`src/rtl/alu_share_pkg.sv`:
```
// alu_share_pkg: shared ALU arbiter constants, FSM states and index-width helper
package alu_share_pkg;
    localparam logic [3:0] OP_ADD = 4'b0011;
    localparam logic [3:0] OP_OR  = 4'b0001;
    localparam logic [3:0] OP_LUI = 4'b0000;
    typedef enum logic [1:0] {
        IDLE = 2'd0,
        EXEC = 2'd1,
        RESP = 2'd2
    } state_t;
    function automatic int clog2(input int n);
        int r;
        r = 0;
        for (int i = 0; i < 32; i++)
            if ((1 << r) < n) r++;
        return r;
    endfunction
endpackage

```
`src/rtl/alu_share_grant.sv`:
```
// alu_share_grant: combinational grant select, first valid requester searching upward from ptr
module alu_share_grant #(
    parameter int NUM_REQ = 2,
    parameter int IW      = 1
) (
    input  logic [NUM_REQ-1:0] valid,
    input  logic [IW-1:0]      ptr,
    output logic [NUM_REQ-1:0] grant,
    output logic [IW-1:0]      idx
);
    int   k;
    logic found;
    always_comb begin
        grant = '0;
        idx   = '0;
        found = 1'b0;
        k     = 0;
        for (int i = 0; i < NUM_REQ; i++) begin
            k = (int'(ptr) + i) % NUM_REQ;
            if (!found && valid[k]) begin
                grant[k] = 1'b1;
                idx      = IW'(k);
                found    = 1'b1;
            end
        end
    end
endmodule

```
`src/rtl/alu_share_arbiter.sv`:
```
// alu_share_arbiter: shares one combinational ALU among NUM_REQ requesters via valid/ready
// handshakes; fixed priority by default, round-robin when ALU_ARB_ROUND_ROBIN_EN is defined
module alu_share_arbiter
    import alu_share_pkg::*;
#(
    parameter int NUM_REQ    = 2,
    parameter int DATA_WIDTH = 32,
    parameter int OP_WIDTH   = 4
) (
    input  logic                           clk,
    input  logic                           reset,
    input  logic [NUM_REQ-1:0]             req_valid_i,
    output logic [NUM_REQ-1:0]             req_ready_o,
    input  logic [NUM_REQ*OP_WIDTH-1:0]    req_op_i,
    input  logic [NUM_REQ*DATA_WIDTH-1:0]  req_a_i,
    input  logic [NUM_REQ*DATA_WIDTH-1:0]  req_b_i,
    output logic [NUM_REQ-1:0]             rsp_valid_o,
    input  logic [NUM_REQ-1:0]             rsp_ready_i,
    output logic [DATA_WIDTH-1:0]          rsp_data_o,
    output logic                           rsp_zero_o,
    output logic [OP_WIDTH-1:0]            alu_operation_o,
    output logic [DATA_WIDTH-1:0]          alu_a_o,
    output logic [DATA_WIDTH-1:0]          alu_b_o,
    input  logic [DATA_WIDTH-1:0]          alu_data_i,
    input  logic                           alu_zero_i
);
    localparam int IW = clog2(NUM_REQ);
    state_t             state;
    logic [IW-1:0]      gnt_idx;
    logic [IW-1:0]      ptr;
    logic [NUM_REQ-1:0] sel;
    logic [IW-1:0]      sel_idx;

    alu_share_grant #(.NUM_REQ(NUM_REQ), .IW(IW)) u_grant (
        .valid (req_valid_i),
        .ptr   (ptr),
        .grant (sel),
        .idx   (sel_idx)
    );

    assign req_ready_o = (state == IDLE && !reset) ? sel : '0;

`ifdef ALU_ARB_ROUND_ROBIN_EN
    // ptr holds the next search start, one past the last accepted index
    always_ff @(posedge clk or posedge reset) begin
        if (reset)
            ptr <= '0;
        else if (state == IDLE && |req_valid_i)
            ptr <= (sel_idx == IW'(NUM_REQ - 1)) ? '0 : sel_idx + 1'b1;
    end
`else
    assign ptr = '0;
`endif

    always_ff @(posedge clk or posedge reset) begin
        if (reset) begin
            state           <= IDLE;
            gnt_idx         <= '0;
            rsp_valid_o     <= '0;
            rsp_data_o      <= '0;
            rsp_zero_o      <= 1'b0;
            alu_operation_o <= '0;
            alu_a_o         <= '0;
            alu_b_o         <= '0;
        end else begin
            case (state)
                IDLE: if (|req_valid_i) begin
                    alu_operation_o <= req_op_i[sel_idx*OP_WIDTH +: OP_WIDTH];
                    alu_a_o         <= req_a_i[sel_idx*DATA_WIDTH +: DATA_WIDTH];
                    alu_b_o         <= req_b_i[sel_idx*DATA_WIDTH +: DATA_WIDTH];
                    gnt_idx         <= sel_idx;
                    state           <= EXEC;
                end
                EXEC: begin
                    rsp_data_o  <= alu_data_i;
                    rsp_zero_o  <= alu_zero_i;
                    rsp_valid_o <= NUM_REQ'(1) << gnt_idx;
                    state       <= RESP;
                end
                RESP: if (rsp_ready_i[gnt_idx]) begin
                    rsp_valid_o <= '0;
                    state       <= IDLE;
                end
                default: state <= IDLE;
            endcase
        end
    end
endmodule

```
`config.mk`:
```
export PLATFORM = sky130hd
export DESIGN_NAME = alu_share_arbiter
export DESIGN_NICKNAME = d
export VERILOG_FILES = /design/src/rtl/alu_share_pkg.sv /design/src/rtl/alu_share_grant.sv /design/src/rtl/alu_share_arbiter.sv
export SDC_FILE = /design/constraint.sdc
export NUM_CORES = 1
export LEC_CHECK = 0
export CELL_PAD_IN_SITES_DETAIL_PLACEMENT = 1
export CELL_PAD_IN_SITES_GLOBAL_PLACEMENT = 2
export CORE_MARGIN = 4
export CORE_UTILIZATION = 24
export CTS_BUF_LIST = sky130_fd_sc_hd__clkbuf_8
export DETAILED_ROUTE_END_ITERATION = 10
export HOLD_SLACK_MARGIN = 0.15
export PLACE_DENSITY_LB_ADDON = 0.15
export SYNTH_ARGS = -nofsm -noshare
export SYNTH_HDL_FRONTEND = slang
export SYNTH_SLANG_ARGS = --single-unit
export TNS_END_PERCENT = 50
```
`constraint.sdc`:
```
create_clock -name clk -period 6.45 [get_ports clk]
set_input_delay 1.6125 -clock clk [delete_from_list [all_inputs] [get_ports clk]]
set_output_delay 1.6125 -clock clk [all_outputs]
set_load 0.005 [all_outputs]
```
==> results.rst, run 1 <==
.. list-table::
   :header-rows: 1

   * - Metric
     - Value
   * - Worst-skew pair later-pin latency
     - about 370 ps
   * - Post-CTS setup buffer count
     - 0
   * - Number of slew-limit violations in the final report
     - 0
   * - Top Ports
     - 280
   * - Type of element capturing the critical path
     - primary output
   * - Slowest stage cell on the critical path
     - clkdlybuf4s50_1
   * - Pin slew with the least headroom to its limit
     - approximately 1100 ps
   * - Worst IR Drop VDD
     - 0.369 mV
   * - Area of the die
     - around 23,000 sq um
   * - Pin count of the biggest net entering global routing
     - 70
   * - Max Fclk
     - slightly above 200 MHz
   * - Largest area contributor in the netlist
     - dfrtp_1
   * - Final TNS setup
     - 0 ps
   * - Finished Layout Cells
     - about 860
   * - FFs w/ async S/R, synth
     - 100%
   * - Synth top cells by count
     - 151 x mux2_2, 106 x dfrtp_1, 18 x mux2_4
   * - Mean routed wirelength per cell
     - 18.1 um
   * - Cell with the most instances after synthesis
     - mux2_2
   * - Post-synthesis net count
     - between 400 and 500
   * - Drt initial violations
     - 62
   * - Largest cells by area after synthesis
     - dfrtp_1 54%, mux2_2 35%, mux2_4 5.5%, buf_2 1.5%, buf_6 0.92%
   * - Leak Pwr
     - 3.26 nW
   * - H-tree Lvls
     - 3
   * - Post-layout net count
     - ~760
   * - Worst-case register-to-register setup slack
     - 4260 ps
   * - CP dominant cell by count
     - clkdlybuf4s50_1
   * - Number of buffers created by CTS
     - 9
   * - RSZ-0062 raised after global routing
     - false
   * - Cells after synthesis
     - between 300 and 400
   * - Number of global-route vias before repair
     - 4,091
   * - Post-DR vias/cell
     - 4.19
   * - Power density cells
     - 399 nW/um^2
   * - CTS Buffer Depth
     - 2
   * - Hold Crit Class
     - flip-flop to flip-flop
   * - Aggregate global-route resource usage
     - between 10% and 20%
   * - Slowest cell delay on critical path
     - 510 ps
   * - Clk Tree Root Cell
     - clkbuf_8
   * - First-pass GRT wire length
     - 22.8 mm
   * - Antenna Nets Post-Route
     - 0
   * - Required time worst endpoint
     - 4840 ps
   * - Initial standard-cell utilization of the core
     - 24.8%
   * - Remaining Overflow, GRT
     - 0
   * - CTS clk-pin slew, worst paths
     - 90 ps
   * - Die Y-Extent
     - around 150 um
   * - Count of unresolved DRC violations after routing
     - 0
   * - Max-capacitance violation count
     - 0
   * - Via count of the routed design
     - 3,601
   * - X dimension of the die
     - about 150 um
   * - Cells after DPL
     - between 800 and 900
   * - Endpoint arrival time on the critical path
     - 3340 ps
   * - Sequential fraction of the synthesis area
     - 54.3%
   * - Highest fanout seen on the critical path
     - 49
   * - Floorplan row count
     - 51
   * - Initial antenna violation count
     - 0
   * - Max-slew headroom at the worst pin
     - 29.9%
   * - Clock sinks
     - ~110
   * - Number of enable-type register cells in the synthesized netlist
     - 0
   * - Ratio of cells with drive above 1 in the final layout
     - 32.3%
   * - Count of hold-fix buffers inserted at cts
     - 0
   * - Total setup violations reported at the end of the flow
     - 0
   * - Series of cell instances along the critical path
     - clkdlybuf4s50_1 > inv_4 > and3_1 > clkdlybuf4s50_1
   * - Routed WL
     - 15.6 mm
   * - Number of fill cells in the layout
     - 2,030
   * - Most frequently used flop master after synthesis
     - dfrtp_1
   * - Result of the run
     - finished, final reports clean
   * - Share of Yosys cell area claimed by the top area cell type
     - 54.3%
   * - Number of optimization iterations in the first detailed-route pass
     - 4
   * - Post-synthesis cell area
     - between 4000 and 5000 sq um
   * - Number of unique standard cell types used by synthesis
     - 18
   * - Clock Skew
     - between 15 and 20 ps
   * - Post-CTS Resized
     - 0
   * - Syn_area_per_cell
     - 15.5 sq um
   * - Final antenna diode count
     - 0
   * - Area growth from synthesis to final layout
     - 66.1%
   * - Count of port buffers added during placement
     - 279
   * - Ratio of final minimum period to clock period
     - 76.8%
   * - Count of final hold-check violations
     - 0
   * - Min Tclk post-route
     - 4950 ps
   * - TritonCTS clock tree
     - built
   * - Number of register bits inferred by synthesis
     - 106
   * - Type of element launching the critical path
     - input pin
   * - Startpoint-to-endpoint class of the critical path
     - input pin to primary output
   * - Weighted congestion at the end of routability-driven global placement
     - 0.722
   * - Post-DP HPWL
     - 11.9 mm
   * - Yosys warning count
     - 0
   * - Area of the core
     - 19,700 sq um
cell usage in the layout, fill, tap and decap left out:
master,n
clkinvlp_4,3
and3_1,1
o211a_1,1
nor4_1,1
clkdlybuf4s50_1,279
clkbuf_8,9
nor2_1,1
inv_6,2
nor2b_2,1
mux2_2,151
bufinv_16,1
buf_4,3
inv_4,1
a21oi_1,5
clkinv_2,1
mux2_4,18
nand3_1,1
a21o_1,3
a221oi_1,1
nor2b_1,2
inv_1,1
dfrtp_1,106
nand2b_4,1
o21a_4,1
path summary, 6_finish.rpt:
kind / start / to / depth (start not counted)
worst max-delay path: reset / req_ready_o[0] / 4
worst min-delay path: alu_b_o[31]$_DFFE_PP0P_ / alu_b_o[31]$_DFFE_PP0P_ / 1
worst max register to register: state[0]$_DFFE_PP0P_ / alu_operation_o[3]$_DFFE_PP0P_ / 3
worst min register to register: alu_b_o[31]$_DFFE_PP0P_ / alu_b_o[31]$_DFFE_PP0P_ / 1
max in group asynchronous: reset / rsp_data_o[29]$_DFFE_PP0P_ / 3
min in group asynchronous: reset / rsp_data_o[3]$_DFFE_PP0P_ / 2
layout make-up:
class                   instances  area (sq um)  share of cell area [%]
repair buffers                282          2820                    34.7
clock buffers                   9           124                    1.53
well taps                     265           332                    4.09
inverters                       2          10.0                   0.123
clock inverters                 7          75.1                   0.925
multi-input cells             188          2110                    26.0
flip-flops and latches        106          2650                    32.7
worst max-delay path: cells and delay by family:
kind,cells,cell delay (ps)
AND/OR/NAND/NOR,1,260
buffers and inverters,3,1460
state kept, by name, indices dropped and copies added, names as in the netlist:
register	count
alu_a_o	32
alu_b_o	32
alu_operation_o	4
gnt_idx	1
rsp_data_o	32
rsp_valid_o	2
rsp_zero_o	1
state	2
cells by family after synthesis:
logic type | after synthesis | synth area share (%)
AO/OA/AOI/OAI | 11 | 1.51
buffers and inverters | 22 | 2.77
flip-flops | 106 | 54.3
multiplexers | 169 | 40.3
AND/OR/NAND/NOR | 8 | 1.10
where the power goes:
part           switching (mW)  internal, mW
Combinational           0.516          1.10
Sequential              0.185          1.01
Clock                   0.244         0.182
Total                   0.945          2.29
stage by stage:
stage | total power, mW | hold WS (ps) | worst slack, ps | util, % | cell area, sq um
3_3_place_gp | 2.83 | 490 | 1450 | 40.2 | 7920
3_5_place_dp | 2.87 | 496 | 1430 | 40.2 | 7920
6_report | 3.23 | 517 | 1500 | 41.2 | 8120
2_1_floorplan | 1.89 | 505 | 609 | - | 4890
4_1_cts | 3.32 | 519 | 1410 | 41.2 | 8120
5_1_grt | 3.46 | 533 | 1340 | 41.2 | 8120
layer usage:
layer | vias up | share of wire (%) | track usage [%]
li1 | 1686 | - | -
met1 | 1741 | 41 | 15.3
met2 | 159 | 49 | 22.3
met3 | 15 | 8.8 | 4.33
met4 | 0 | 1.6 | 4.35
met5 | - | 0 | 0
Power figures use the tool's default switching activity.
==> run 2: changes to the inputs <==
--- a/config.mk
+++ b/config.mk
@@ -8,7 +8,7 @@
 export CELL_PAD_IN_SITES_DETAIL_PLACEMENT = 1
 export CELL_PAD_IN_SITES_GLOBAL_PLACEMENT = 2
 export CORE_MARGIN = 4
-export CORE_UTILIZATION = 24
+export CORE_UTILIZATION = 22
 export CTS_BUF_LIST = sky130_fd_sc_hd__clkbuf_8
 export DETAILED_ROUTE_END_ITERATION = 10
 export HOLD_SLACK_MARGIN = 0.15
==> constraint.sdc (replaced) <==
create_clock -name clk -period 4.3 [get_ports clk]
set_input_delay 1.075 -clock clk [delete_from_list [all_inputs] [get_ports clk]]
set_output_delay 1.075 -clock clk [all_outputs]
set_load 0.005 [all_outputs]
==> run 2 against run 1 <==
  * Global-route usage fell by 0.79 points
  * Sequential cell count did not move
  * Hold slack got worse by 2.8 ps
  * Worst setup slack got worse by 740 ps
  * Die area rose by 8.6%
  * Critical path type unchanged
  * Critical endpoint is now req_ready_o[1]
==> results.rst, run 2 (synthesis gave the netlist of run 1 again) <==
.. list-table::
   :header-rows: 1

   * - Metric
     - Value
   * - First-pass GRT wire length
     - 23.3 mm (+2.3%)
   * - Top Ports
     - 280 (unchanged)
   * - Pin count of the biggest net entering global routing
     - 81 (+16%)
   * - Result of the run
     - finished, final reports clean
   * - Crit Reg-Reg Endpoint
     - alu_a_o[14]$_DFFE_PP0P_
   * - Number of buffers created by CTS
     - 9 (unchanged)
   * - Clock Skew
     - 12.0 ps (-3.99 ps)
   * - Initial standard-cell utilization of the core
     - 22.4% (-2.4 points)
   * - Power density cells
     - 592 nW/um^2 (+49%)
   * - Drt initial violations
     - 41 (-34%)
   * - Remaining Overflow, GRT
     - 0 (unchanged)
   * - Final total power
     - 4.83 mW (+49%)
   * - Post-layout util
     - 37.4% (-3.8 points)
   * - Number of global-route vias before repair
     - 4,055 (-0.88%)
   * - Area of the die
     - 24,700 sq um (+8.6%)
   * - Count of hold-fix buffers inserted at cts
     - 0 (unchanged)
   * - TritonCTS clock tree
     - built
   * - Final TNS setup
     - 0 ps (unchanged)
   * - Clk Tree Root Cell
     - clkbuf_8
   * - R2R depth
     - 4 (+1)
   * - Power dissipated by switching net loads
     - 1.44 mW (+53%)
   * - Total setup violations reported at the end of the flow
     - 0 (unchanged)
   * - Final antenna diode count
     - 0 (unchanged)
   * - Max-capacitance violation count
     - 0 (unchanged)
   * - Sequential power share
     - 37.3% (+0.4 points)
   * - Post-DP HPWL
     - 12.2 mm (+1.8%)
   * - Weighted congestion at the end of routability-driven global placement
     - 0.711 (-1.5%)
   * - H-tree Lvls
     - 3 (unchanged)
   * - Type of element launching the critical path
     - input pin
   * - Routed WL
     - 15.9 mm (+2.1%)
   * - CTS clk-pin slew, worst paths
     - 100 ps (about the same)
   * - Count of port buffers added during placement
     - 279 (unchanged)
   * - Floorplan row count
     - 54 (+5.9%)
   * - Fraction of power consumed by the clock network
     - 12.5% (-0.7 points)
   * - Number of slew-limit violations in the final report
     - 0 (unchanged)
   * - Post-layout net count
     - 768 (+0.52%)
   * - Leading cell type in the layout, fill and taps excluded
     - clkdlybuf4s50_1
   * - Startpoint-to-endpoint class of the critical path
     - input pin to primary output
   * - Ratio of final minimum period to clock period
     - 82.4%
   * - Worst-skew pair later-pin latency
     - 380 ps (about the same)
   * - X dimension of the die
     - 157 um (+4.2%)
   * - Aggregate global-route resource usage
     - 12.2% (-0.79 points)
   * - Mean routed wirelength per cell
     - 18.1 um (about the same)
   * - Post-CTS setup buffer count
     - 0 (unchanged)
   * - Startpoint of the lowest-slack register-to-register path
     - state[0]$_DFFE_PP0P_
   * - Count of unresolved DRC violations after routing
     - 0 (unchanged)
   * - Worst-case register-to-register setup slack
     - 2090 ps (-2170 ps)
   * - Post-CTS Resized
     - 0 (unchanged)
   * - End point of the most critical hold path
     - alu_a_o[31]$_DFFE_PP0P_
   * - Commonest non-fill, non-tap cells in the layout
     - 279 x clkdlybuf4s50_1, 151 x mux2_2, 106 x dfrtp_1, 18 x mux2_4, 9 x clkbuf_8
   * - Hold path start
     - alu_a_o[31]$_DFFE_PP0P_
   * - Via count of the routed design
     - 3,671 (+1.9%)
   * - Pin slew with the least headroom to its limit
     - 1070 ps (+16.5 ps)
   * - Die Y-Extent
     - 157 um (+4.2%)
   * - Number of fill cells in the layout
     - 2,320 (+14%)
   * - CTS Buffer Depth
     - 2 (unchanged)
   * - Endpoint arrival time on the critical path
     - 2470 ps (-870 ps)
   * - Required time worst endpoint
     - 3220 ps (-1620 ps)
   * - Antenna Nets Post-Route
     - 0 (unchanged)
   * - Number of optimization iterations in the first detailed-route pass
     - 4 (unchanged)
   * - Ratio of cells with drive above 1 in the final layout
     - 32.8% (+0.45 points)
   * - Count of final hold-check violations
     - 0 (unchanged)
   * - Net switching fraction of the power
     - 29.9% (+0.68 points)
   * - Post-DR vias/cell
     - 4.18 (-0.26%)
   * - RSZ-0062 raised after global routing
     - false
   * - Highest fanout seen on the critical path
     - 3 (-94%)
   * - Hold Crit Class
     - flip-flop to flip-flop
   * - Leak Pwr
     - 3.26 nW (+0.14%)
   * - Final Instance Area
     - 8150 sq um (+0.45%)
   * - Initial antenna violation count
     - 0 (unchanged)
   * - Max Fclk
     - roughly 280 MHz
   * - Top Registers
     - alu_a_o (32), alu_b_o (32), rsp_data_o (32)
   * - Worst IR Drop VDD
     - 0.248 mV (-33%)
   * - Cell area after placement
     - 7970 sq um (+0.63%)
   * - Clock sinks
     - 106 (unchanged)
   * - Type of element capturing the critical path
     - primary output
   * - Share of power burned in combinational logic
     - 50.3% (+0.4 points)
   * - Area growth from synthesis to final layout
     - 66.9%
   * - Design internal power
     - 3.39 mW (+48%)
   * - Area of the core
     - 21,800 sq um (+11%)
   * - Hold-critical path depth
     - 1 (unchanged)
   * - Max-slew headroom at the worst pin
     - 28.8% (-1.1 points)
   * - Min Tclk post-route
     - 3540 ps
## run 2: changes by cell type in the layout (fill, tap and decap cells not counted)
cell | previous run | this run
inv_6 | 2 | 1
clkinv_2 | 1 | 0
inv_4 | 1 | 0
inv_8 | 0 | 2
bufinv_16 | 1 | 0
clkinvlp_4 | 3 | 5
buf_4 | 3 | 7
## run 2: how the worst max path moves through the flow
stage / start / end / slack [ps] / depth (start not counted)
finish: req_valid_i[1] / req_ready_o[1] / 760 / 4
global route: req_valid_i[0] / req_ready_o[1] / 700 / 4
CTS: req_valid_i[1] / req_ready_o[1] / 720 / 4
detailed placement: req_valid_i[0] / alu_b_o[15]$_DFFE_PP0P_ / 670 / 6
global placement: req_valid_i[0] / alu_b_o[12]$_DFFE_PP0P_ / 720 / 6
floorplan: reset / req_ready_o[0] / 120 / 2
## run 2: area by class of cell
type,instances,area (sq um),area share (%)
repair buffers,286,2850,34.9
flip-flops and latches,106,2650,32.5
inverters,2,11.3,0.138
multi-input cells,188,2110,25.9
clock inverters,7,61.3,0.752
well taps,280,350,4.30
clock buffers,9,124,1.52
## run 2: per-layer routing
layer | global-route usage (%) | share of wire, % | vias to the layer above
met3 | 5.44 | 10 | 10
met1 | 14.7 | 41 | 1802
met4 | 3.03 | 1.0 | 0
met5 | 0 | 0 | -
met2 | 20.3 | 47 | 172
li1 | - | - | 1687
## run 2: per-stage QoR
| stage | hold slack, ps | setup slack (ps) | cells |
|---|---|---|---|
| floorplan | 505 | 121 | 316 |
| global placement | 490 | 723 | 862 |
| detailed placement | 494 | 670 | 862 |
| CTS | 522 | 721 | 878 |
| global route | 528 | 698 | 878 |
| finish | 514 | 755 | 878 |
## run 2: worst max-delay path: stages
cell and delay, ps:
clkdlybuf4s50_1 590, nand2b_4 70, nor4_1 190, clkdlybuf4s50_1 550
## run 2: power groups by stage
| stage | Sequential (mW) | Clock [mW] | Combinational, mW |
|---|---|---|---|
| 2_1_floorplan | 1.83 | 0 | 1.01 |
| 3_3_place_gp | 1.79 | 0 | 2.46 |
| 3_5_place_dp | 1.82 | 0 | 2.49 |
| 4_1_cts | 1.81 | 0.656 | 2.50 |
| 5_1_grt | 1.88 | 0.692 | 2.60 |
| 6_report | 1.80 | 0.603 | 2.43 |
==> run 3: changes to the inputs <==
==> constraint.sdc (replaced) <==
create_clock -name clk -period 3.1 [get_ports clk]
set_input_delay 0.775 -clock clk [delete_from_list [all_inputs] [get_ports clk]]
set_output_delay 0.775 -clock clk [all_outputs]
set_load 0.005 [all_outputs]
==> run 3 against run 2 <==
  * Sequential share of layout area decreased by 0.29 points
  * Worst setup slack got worse by 640 ps
  * Core utilization increased by 0.34 points
  * Clock skew decreased by 1.9 ps
  * Clock power increased by 54%
  * Cell area increased by 0.91%
  * Sequential cell count unchanged
  * Global-route usage decreased by 0.34 points
==> results.rst, run 3 (synthesis gave the netlist of run 1 again) <==
.. list-table::
   :header-rows: 1

   * - Metric
     - Value
   * - Ratio of final minimum period to clock period
     - 96.3%
   * - Count of unresolved DRC violations after routing
     - 0 (unchanged)
   * - Number of fill cells in the layout
     - 2,307 (-0.56%)
   * - Routed WL
     - 15.3 mm (-3.5%)
   * - Routing usage on met3
     - 5.47% (+0.027 points)
   * - Clk Tree Root Cell
     - clkbuf_8
   * - GR Layer Usage met1
     - 14.1% (-0.54 points)
   * - Post-layout net count
     - 769 (+0.13%)
   * - Initial standard-cell utilization of the core
     - 22.4% (unchanged)
   * - Pin slew with the least headroom to its limit
     - 986 ps (-81.9 ps)
   * - Cells after DPL
     - 863 (+0.12%)
   * - Antenna Nets Post-Route
     - 0 (unchanged)
   * - Type of element capturing the critical path
     - primary output
   * - Worst IR Drop VDD
     - 0.337 mV (+36%)
   * - Leak Pwr
     - 3.30 nW (+1.2%)
   * - Type of element launching the critical path
     - input pin
   * - Count of hold-fix buffers inserted at cts
     - 0 (unchanged)
   * - Drt initial violations
     - 133 (+220%)
   * - Endpoint arrival time on the critical path
     - 2210 ps (-260 ps)
   * - Startpoint-to-endpoint class of the critical path
     - input pin to primary output
   * - Clock Skew
     - 10.1 ps (-1.93 ps)
   * - Mean routed wirelength per cell
     - 17.4 um (-3.6%)
   * - Post-DR vias/cell
     - 4.14 (-0.98%)
   * - Area of the die
     - 24,700 sq um (unchanged)
   * - Count of port buffers added during placement
     - 279 (unchanged)
   * - Initial antenna violation count
     - 0 (unchanged)
   * - Worst-skew pair later-pin latency
     - 380 ps (about the same)
   * - Worst slack at placement
     - 123 ps (-547 ps)
   * - Final antenna diode count
     - 0 (unchanged)
   * - Pin count of the biggest net entering global routing
     - 69 (-15%)
   * - Result of the run
     - finished, final reports clean
   * - Area growth from synthesis to final layout
     - 68.4%
   * - Required time worst endpoint
     - 2320 ps (-900 ps)
   * - Top Registers
     - alu_a_o (32), alu_b_o (32), rsp_data_o (32)
   * - Floorplan row count
     - 54 (unchanged)
   * - Area of the core
     - 21,800 sq um (unchanged)
   * - CTS Buffer Depth
     - 2 (unchanged)
   * - Via count of the routed design
     - 3,639 (-0.87%)
   * - Top Ports
     - 280 (unchanged)
   * - Number of slew-limit violations in the final report
     - 0 (unchanged)
   * - Min setup slack post-route
     - 113 ps (-642 ps)
   * - CTS clk-pin slew, worst paths
     - 100 ps (about the same)
   * - RSZ-0062 raised after global routing
     - false
   * - GRT Max-Usage Layer
     - met2
   * - Clock sinks
     - 106 (unchanged)
   * - Number of optimization iterations in the first detailed-route pass
     - 3 (-1)
   * - Power density cells
     - 832 nW/um^2 (+40%)
   * - Number of buffers created by CTS
     - 9 (unchanged)
   * - X dimension of the die
     - 157 um (unchanged)
   * - Hold Crit Class
     - flip-flop to flip-flop
   * - Max-slew headroom at the worst pin
     - 34.2% (+5.3 points)
   * - Post-CTS setup buffer count
     - 0 (unchanged)
   * - Max Fclk
     - 335 MHz
   * - Remaining Overflow, GRT
     - 0 (unchanged)
   * - Leading cell type in the layout, fill and taps excluded
     - clkdlybuf4s50_1
   * - Post-CTS Resized
     - 0 (unchanged)
   * - Min Tclk post-route
     - 2990 ps
   * - Count of final hold-check violations
     - 0 (unchanged)
   * - Weighted congestion at the end of routability-driven global placement
     - 0.761 (+7.0%)
   * - Die Y-Extent
     - 157 um (unchanged)
   * - Total setup violations reported at the end of the flow
     - 0 (unchanged)
   * - Number of global-route vias before repair
     - 4,177 (+3.0%)
   * - Aggregate global-route resource usage
     - 11.9% (-0.34 points)
   * - Post-DP HPWL
     - 12.0 mm (-1.0%)
   * - Max-capacitance violation count
     - 0 (unchanged)
   * - Ratio of cells with drive above 1 in the final layout
     - 32.9% (+0.11 points)
   * - Highest fanout seen on the critical path
     - 3 (unchanged)
   * - Finished Layout Cells
     - 879 (+0.11%)
   * - Commonest non-fill, non-tap cells in the layout
     - 279 x clkdlybuf4s50_1, 151 x mux2_2, 106 x dfrtp_1, 18 x mux2_4, 9 x clkbuf_8
   * - TritonCTS clock tree
     - built
   * - Fraction of met2 tracks used by global routing
     - 19.8% (-0.43 points)
   * - First-pass GRT wire length
     - 23.0 mm (-1.5%)
   * - H-tree Lvls
     - 3 (unchanged)
[run 3: cell types whose count changed in the layout (fill, tap and decap cells not counted)]
| cell | delta |
|---|---|
| buf_12 | +3 |
| buf_4 | -2 |
| bufinv_16 | +1 |
| clkinv_4 | +1 |
| clkinvlp_4 | -2 |
| nor2b_2 | -1 |
| nor2b_4 | +1 |
[run 3: final cells by class]
cell class                 instances  area [sq um]  area share [%]
clock buffer                       9           124            1.51
sequential                       106          2650            32.2
timing repair buffer             287          2890            35.1
multi-input combinational        188          2110            25.7
clock inverter                     7          85.1            1.03
inverter                           2          11.3           0.137
tap                              280           350            4.26
[run 3: metrics by stage]
step | instance area, sq um | setup TNS (ps) | hold WS [ps] | power [mW] | util, %
floorplan | 4890 | -388 | 505 | 3.94 | -
global placement | 8020 | 0 | 488 | 5.97 | 36.7
detailed placement | 8020 | 0 | 495 | 6.05 | 36.7
CTS | 8230 | 0 | 519 | 7.03 | 37.7
global route | 8230 | 0 | 531 | 7.33 | 37.7
finish | 8230 | 0 | 515 | 6.84 | 37.7
[run 3: path summary, 6_finish.rpt]
| check | cells after the start | start | slack, ps | endpoint |
|---|---|---|---|---|
| max | 4 | req_valid_i[1] | 110 | req_ready_o[1] |
| min | 1 | alu_a_o[16]$_DFFE_PP0P_ | 520 | alu_a_o[16]$_DFFE_PP0P_ |
| max reg2reg | 2 | state[0]$_DFFE_PP0P_ | 1250 | rsp_data_o[11]$_DFFE_PP0P_ |
| min reg2reg | 1 | alu_a_o[16]$_DFFE_PP0P_ | 520 | alu_a_o[16]$_DFFE_PP0P_ |
| max in group asynchronous | 4 | reset | 910 | state[0]$_DFFE_PP0P_ |
| min in group asynchronous | 3 | reset | 1040 | alu_b_o[26]$_DFFE_PP0P_ |
[run 3: metal layers]
layer	wire [um]	up-vias	share of wire, %
met1	6040	1774	39
met3	1800	7	12
met4	121	0	0.79
met5	0	-	0
met2	7360	172	48
li1	-	1686	-
[run 3: where the power goes]
part | internal, mW | switching [mW]
Clock | 0.390 | 0.536
Sequential | 2.10 | 0.386
Combinational | 2.34 | 1.09
[run 3: worst max-delay path, stage by stage]
cell             delay (ps)
clkdlybuf4s50_1         570
nand2b_4                 80
nor4_1                  200
clkdlybuf4s50_1         590
